==> src/rtl/tx_client_arb_pkg.sv <==
// Shared definitions for the transmit-path client arbiter.
package tx_client_arb_pkg;

    // Arbiter states: scan, wait for MAC accept, stream bytes, last-byte cycle.
    typedef enum logic [1:0] {
        ST_IDLE = 2'd0,
        ST_REQ  = 2'd1,
        ST_SEND = 2'd2,
        ST_TAIL = 2'd3
    } arb_state_t;

    localparam int JUMBO_DW_DEFAULT = 14;

endpackage

==> src/rtl/tx_client_arb_rr_pick.sv <==
// Combinational round-robin priority encoder: the first asserted request
// strictly after index 'last', wrapping modulo n_clients, wins.
module rr_pick #(
    parameter int n_clients = 4,
    parameter int idw       = 3
) (
    input  logic [n_clients-1:0] req,
    input  logic [idw-1:0]       last,
    output logic [idw-1:0]       winner,
    output logic                 valid
);

    logic [2*n_clients-1:0] dbl;
    logic [n_clients-1:0]   rot;
    int                     pos;
    int                     sum;

    // Rotate the request vector so bit 0 is the slot after 'last', then take the lowest set bit.
    always_comb begin
        dbl    = {req, req};
        rot    = n_clients'(dbl >> (int'(last) + 1));
        pos    = 0;
        valid  = |rot;
        for (int i = n_clients - 1; i >= 0; i--) begin
            if (rot[i]) begin
                pos = i;
            end
        end
        sum = int'(last) + 1 + pos;
        if (sum >= n_clients) begin
            sum = sum - n_clients;
        end
        winner = idw'(sum);
    end

endmodule

==> src/rtl/tx_client_arb.sv <==
// Packet-granular round-robin sharing of one MAC transmit path among
// several clients; ack/strobe go only to the granted client and its
// bytes are muxed back out.
module tx_client_arb
    import tx_client_arb_pkg::*;
#(
    parameter int n_clients = 4,
    parameter int jumbo_dw  = JUMBO_DW_DEFAULT,
    parameter int idw       = 3
) (
    input  logic                          clk,
    input  logic                          rst,
    input  logic [n_clients-1:0]          c_tx_req,
    input  logic [n_clients*jumbo_dw-1:0] c_tx_len,
    input  logic [n_clients*8-1:0]        c_packet_out,
    output logic [n_clients-1:0]          c_tx_ack,
    output logic [n_clients-1:0]          c_tx_strobe,
    output logic                          tx_req,
    output logic [jumbo_dw-1:0]           tx_len,
    output logic [7:0]                    packet_out,
    input  logic                          tx_ack,
    input  logic                          tx_strobe,
    output logic [idw-1:0]                grant_id,
    output logic                          busy,
    output logic                          zero_len_err
);

    // Slots padded to 2**idw so the grant index addresses them without range gaps.
    localparam int n_slots = 1 << idw;

    arb_state_t          state_reg, state_next;
    logic [idw-1:0]      grant_reg, grant_next;
    logic [jumbo_dw-1:0] len_reg, len_next;
    logic [jumbo_dw-1:0] count_reg, count_next;
    logic                zerr_reg, zerr_next;

    logic [n_slots-1:0]  req_slot;
    logic [7:0]          byte_slot [n_slots];
    logic [jumbo_dw-1:0] len_slot  [n_slots];
    logic [n_clients-1:0] sel;

    logic [idw-1:0]      pick_winner;
    logic                pick_valid;
    logic                ack_route;
    logic                strobe_route;
    logic                data_route;

    genvar gi;
    generate
        for (gi = 0; gi < n_slots; gi++) begin : g_slot
            if (gi < n_clients) begin : g_used
                assign req_slot[gi]  = c_tx_req[gi];
                assign byte_slot[gi] = c_packet_out[gi*8 +: 8];
                assign len_slot[gi]  = c_tx_len[gi*jumbo_dw +: jumbo_dw];
            end else begin : g_pad
                assign req_slot[gi]  = 1'b0;
                assign byte_slot[gi] = 8'h00;
                assign len_slot[gi]  = '0;
            end
        end
        for (gi = 0; gi < n_clients; gi++) begin : g_sel
            assign sel[gi] = (grant_reg == idw'(gi));
        end
    endgenerate

    rr_pick #(
        .n_clients (n_clients),
        .idw       (idw)
    ) u_pick (
        .req    (c_tx_req),
        .last   (grant_reg),
        .winner (pick_winner),
        .valid  (pick_valid)
    );

    // State and datapath registers; reset leaves grant at the last client so client 0 goes first.
    always_ff @(posedge clk) begin
        if (rst) begin
            state_reg <= ST_IDLE;
            grant_reg <= idw'(n_clients - 1);
            len_reg   <= '0;
            count_reg <= '0;
            zerr_reg  <= 1'b0;
        end else begin
            state_reg <= state_next;
            grant_reg <= grant_next;
            len_reg   <= len_next;
            count_reg <= count_next;
            zerr_reg  <= zerr_next;
        end
    end

    // Next-state logic and routing enables for ack, strobe and byte mux.
    always_comb begin
        state_next   = state_reg;
        grant_next   = grant_reg;
        len_next     = len_reg;
        count_next   = count_reg;
        zerr_next    = zerr_reg;
        ack_route    = 1'b0;
        strobe_route = 1'b0;
        data_route   = 1'b0;
        case (state_reg)
            ST_IDLE: begin
                if (pick_valid) begin
                    // A zero-length winner still takes the grant index so it loses priority next scan.
                    grant_next = pick_winner;
                    if (len_slot[pick_winner] == '0) begin
                        zerr_next = 1'b1;
                    end else begin
                        len_next   = len_slot[pick_winner];
                        count_next = '0;
                        state_next = ST_REQ;
                    end
                end
            end
            ST_REQ: begin
                // A withdrawn request beats a same-cycle ack: nothing is forwarded.
                if (!req_slot[grant_reg]) begin
                    state_next = ST_IDLE;
                end else if (tx_ack) begin
                    ack_route  = 1'b1;
                    state_next = ST_SEND;
                end
            end
            ST_SEND: begin
                data_route = 1'b1;
                if (tx_strobe) begin
                    strobe_route = 1'b1;
                    count_next   = count_reg + 1'b1;
                    if (count_next == len_reg) begin
                        state_next = ST_TAIL;
                    end
                end
            end
            ST_TAIL: begin
                // Client's last byte is valid here, one cycle after its strobe.
                data_route = 1'b1;
                state_next = ST_IDLE;
            end
            default: state_next = ST_IDLE;
        endcase
    end

    assign tx_req       = (state_reg == ST_REQ);
    assign busy         = (state_reg != ST_IDLE);
    assign tx_len       = len_reg;
    assign grant_id     = grant_reg;
    assign zero_len_err = zerr_reg;
    assign c_tx_ack     = sel & {n_clients{ack_route}};
    assign c_tx_strobe  = sel & {n_clients{strobe_route & tx_strobe}};
    assign packet_out   = data_route ? byte_slot[grant_reg] : 8'h00;

endmodule
==> config.mk <==
export PLATFORM = sky130hd
export DESIGN_NAME = tx_client_arb
export DESIGN_NICKNAME = d
export VERILOG_FILES = /design/src/rtl/tx_client_arb_pkg.sv /design/src/rtl/tx_client_arb_rr_pick.sv /design/src/rtl/tx_client_arb.sv
export SDC_FILE = /design/constraint.sdc
export NUM_CORES = 1
export LEC_CHECK = 0
export ABC_AREA = 1
export BUFFER_PORTS_ARGS = -buffer_cell sky130_fd_sc_hd__buf_2
export CORE_MARGIN = 10
export CORE_UTILIZATION = 44
export CTS_CLUSTER_DIAMETER = 200
export CTS_CLUSTER_SIZE = 14
export DETAILED_ROUTE_END_ITERATION = 12
export GPL_TIMING_DRIVEN = 1
export PLACE_DENSITY = 0.85
export SLEW_MARGIN = 40
export SYNTH_ARGS = -nofsm -noshare
export SYNTH_HDL_FRONTEND = slang
export SYNTH_SLANG_ARGS = --single-unit
==> constraint.sdc <==
create_clock -name clk -period 3.4 [get_ports clk]
set_input_delay 0.68 -clock clk [delete_from_list [all_inputs] [get_ports clk]]
set_output_delay 0.68 -clock clk [all_outputs]
set_load 0.02 [all_outputs]
==> flow_summary.yaml <==
setup_path:
  critPathMaxStageDelay_ns: 0.66
  path_buf_inv: 3
  cp.arrival_ns: 3.51
  end_kind: "register"
  worst_setup_path_start_kind: "input pin"
  critPathKind: "input pin to register"
  required_ns: 3.63
  r2r-start: "grant_id[0]"
  cp-startpoint: "c_tx_req[3]"
  path_max_fanout: 14
  slowest_stage: "fa_2"
  cpMostUsedCell: "nand2_1"
  crit_chain: "buf_2 > nand2_1 > o21ai_1 > nand2_1 > nand3_1 > o21bai_1 > ha_2 > fa_2 > inv_6 > nand3_1 > nand2_1 > o21ai_0 > nand2_1 > nor2_4 > nand3_4 > buf_6 > nand2_1 > nor2_1 > nand2_1 > nor2_1 > nor2_1"
  critical_path.top_delay_family: "simple AND/OR/NAND/NOR gates"
logic_synthesis:
  synth_cells: 545
  syn-cell-area_sq_mm: 0.00310
  synth_ff_type: "dfxtp_1"
  synth_seq_cells: 34
  yosysUniqueCellTypes: 35
  avgSynthCellArea_sq_um: 5.70
  syn-num-nets: 645
  yosysWarnings: 0
  yosysSeqAreaShare: 0.219
  async_reset_ff_frac: 0
  synth-edff-count: 0
sta:
  finalCriticalPeriod_ns: 3.28
  setup_tns_ns: 0
  fin_skew_ns: 0.00737
  max-slew-margin-rel: 0.577
  timing_max_transition_violations_final: 0
  fmax_mhz: 305
  finalHoldViolations: 0
  final-setup-viol-count: 0
  tightest_slew_ns: 0.634
  timing.hold.ws_ns: 0.482
  finalCritPeriodShare: 0.965
  finalWorstSetupSlack_ns: 0.118
cells_and_area:
  finalNetCount: 794
  n_antenna_cell: 0
  area_growth_pct: 34.0
  drive_gt1_frac: 0.295
drt:
  ant_nets: 0
  routed_wirelength_mm: 10.8
  via_per_inst: 5.20
  post-route-drc-count: 0
  highest_layer: "met4"
  wl_met2_mm: 5.51
  drt-met1-wl_mm: 4.44
  num_vias: 4114
  drtPass1Iterations: 5
  met3WireLength_microns: 727
  drt_iter0_drc: 263
  routedWlPerCell_microns: 13.7
min_path:
  worstHoldStart: "count_reg[13]"
  min-delay-path-class: "register to register"
cts:
  h-tree-depth: 2
  cts_tree: "done"
  clk_path_buf_depth: 2
  clock_sinks: 34
  clkLatencyLatePin_ns: 0.29
  path_clk_slew_ns: 0.07
  cts_root_buf: "clkbuf_8"
  hold_buffers: 0
  cts_buffers: 5
power:
  p_per_area_mw_per_mm2: 1130
  power.leakage_nw: 2.14
  ir_drop_v: 0.000748
global_routing:
  grt_overflow: 0
  grt_pass1_vias: 3858
  gr-usage-all-layers: 0.184
  antenna_found_initial: 0
  grt_pass1_wl_mm: 17.3
  grt_max_degree: 28
die:
  fp.dieH_microns: 104
  start_util: 0.454
  core-area_sq_mm: 0.00683
  die-area_sq_mm: 0.0108
  die_x_microns: 104
  num_rows: 30
  num_io_pins: 132
place:
  dp_slack_ns: -0.224
  io_buffers: 131
  dp_hpwl_mm: 8.67
  globalplace.congestion: 0.897
job:
  cap_viol_max_count: 0
status:
  status: "finished, final reports clean"
==> cells in the final DEF, fill, tap and decap left out, types with 2 or more instances in the layout <==
cell type	synthesis	final
nor2_2	5	6
or2_2	2	2
inv_1	61	61
dfxtp_1	34	33
o21ai_1	19	25
buf_6	4	3
ha_1	3	2
xnor2_1	3	3
buf_2	8	131
clkbuf_8	0	6
nand2_1	142	141
nand3b_1	2	2
a31oi_1	9	9
nand2_2	1	2
inv_2	7	4
buf_4	3	29
a22oi_1	8	8
nand3_1	63	61
nor3_1	8	8
inv_4	0	2
a21oi_1	39	38
o21ai_0	30	24
nand2_4	3	3
nor2_1	64	63
nor2_4	2	2
nand3_2	0	2
nand4_1	7	7
xor2_1	2	2
==> kinds of logic after synthesis <==
kind of cell	after synthesis	synth area share
AO/OA/AOI/OAI	109	0.194
buffers and inverters	91	0.127
adder cells (fa/ha/maj)	4	0.0185
AND/OR/NAND/NOR	302	0.428
flip-flops	34	0.219
XOR/XNOR	5	0.0141
==> what timing repair did <==
action,CTS,global route
buffers inserted,0,1
setup endpoints to repair,0,29
gates resized for setup,0,22
==> where the power goes <==
group	switching, mW	leakage, nW	internal [mW]
sequential	0.179	0.280	0.562
clock	0.153	0.0482	0.163
combinational	2.12	1.81	1.54
total	2.45	2.14	2.27
==> metrics by stage <==
step                total power, mW  cell area, sq um  utilization  cells
floorplan                      3.05              3110            -    545
global placement               4.07              4000        0.585    781
detailed placement             4.17              4000        0.585    781
CTS                            4.50              4090        0.599    789
global route                   5.21              4160        0.609    791
finish                         4.71              4160        0.609    791
==> tightest hold or removal path, delay by kind of cell (launching register included) <==
kind                   cells  cell delay (ns)
AOI/OAI and AO/OA          1             0.06
buffers and inverters      1             0.06
DFF                        1             0.31
==> layer usage <==
layer / vias up / global-route usage
li1: 2079 / -
met1: 1867 / 0.206
met2: 152 / 0.336
met3: 16 / 0.0458
met4: 0 / 0.0467
met5: - / 0
==> cell type report <==
type / count / area [sq um]
fill: 670 / 2670
multi-input combinational: 421 / 2070
timing repair buffer: 164 / 927
sequential: 34 / 682
inverter: 68 / 265
tap: 96 / 120
clock buffer: 7 / 86.3
clock inverter: 1 / 5.00
==> synthesized netlist by cell type (8+ instances only) <==
library cell  count  area share
a31oi_1           9       0.018
o21ai_1          19       0.031
a22oi_1           8       0.019
o21ai_0          30       0.048
a21oi_1          39       0.063
nand2_1         142        0.17
nor2_1           64       0.077
nand3_1          63        0.10
buf_2             8       0.013
nor3_1            8       0.013
inv_1            61       0.074
dfxtp_1          34        0.22
==> path summary, 6_finish.rpt <==
path              slack (ns)  cells after the start            end
hold reg to reg         0.48                      2  count_reg[13]
setup / recovery        0.12                     21   state_reg[0]
hold / removal          0.48                      2  count_reg[13]
setup reg to reg        0.12                     21   state_reg[0]
Note: power is estimated with default switching activity, not from simulation.
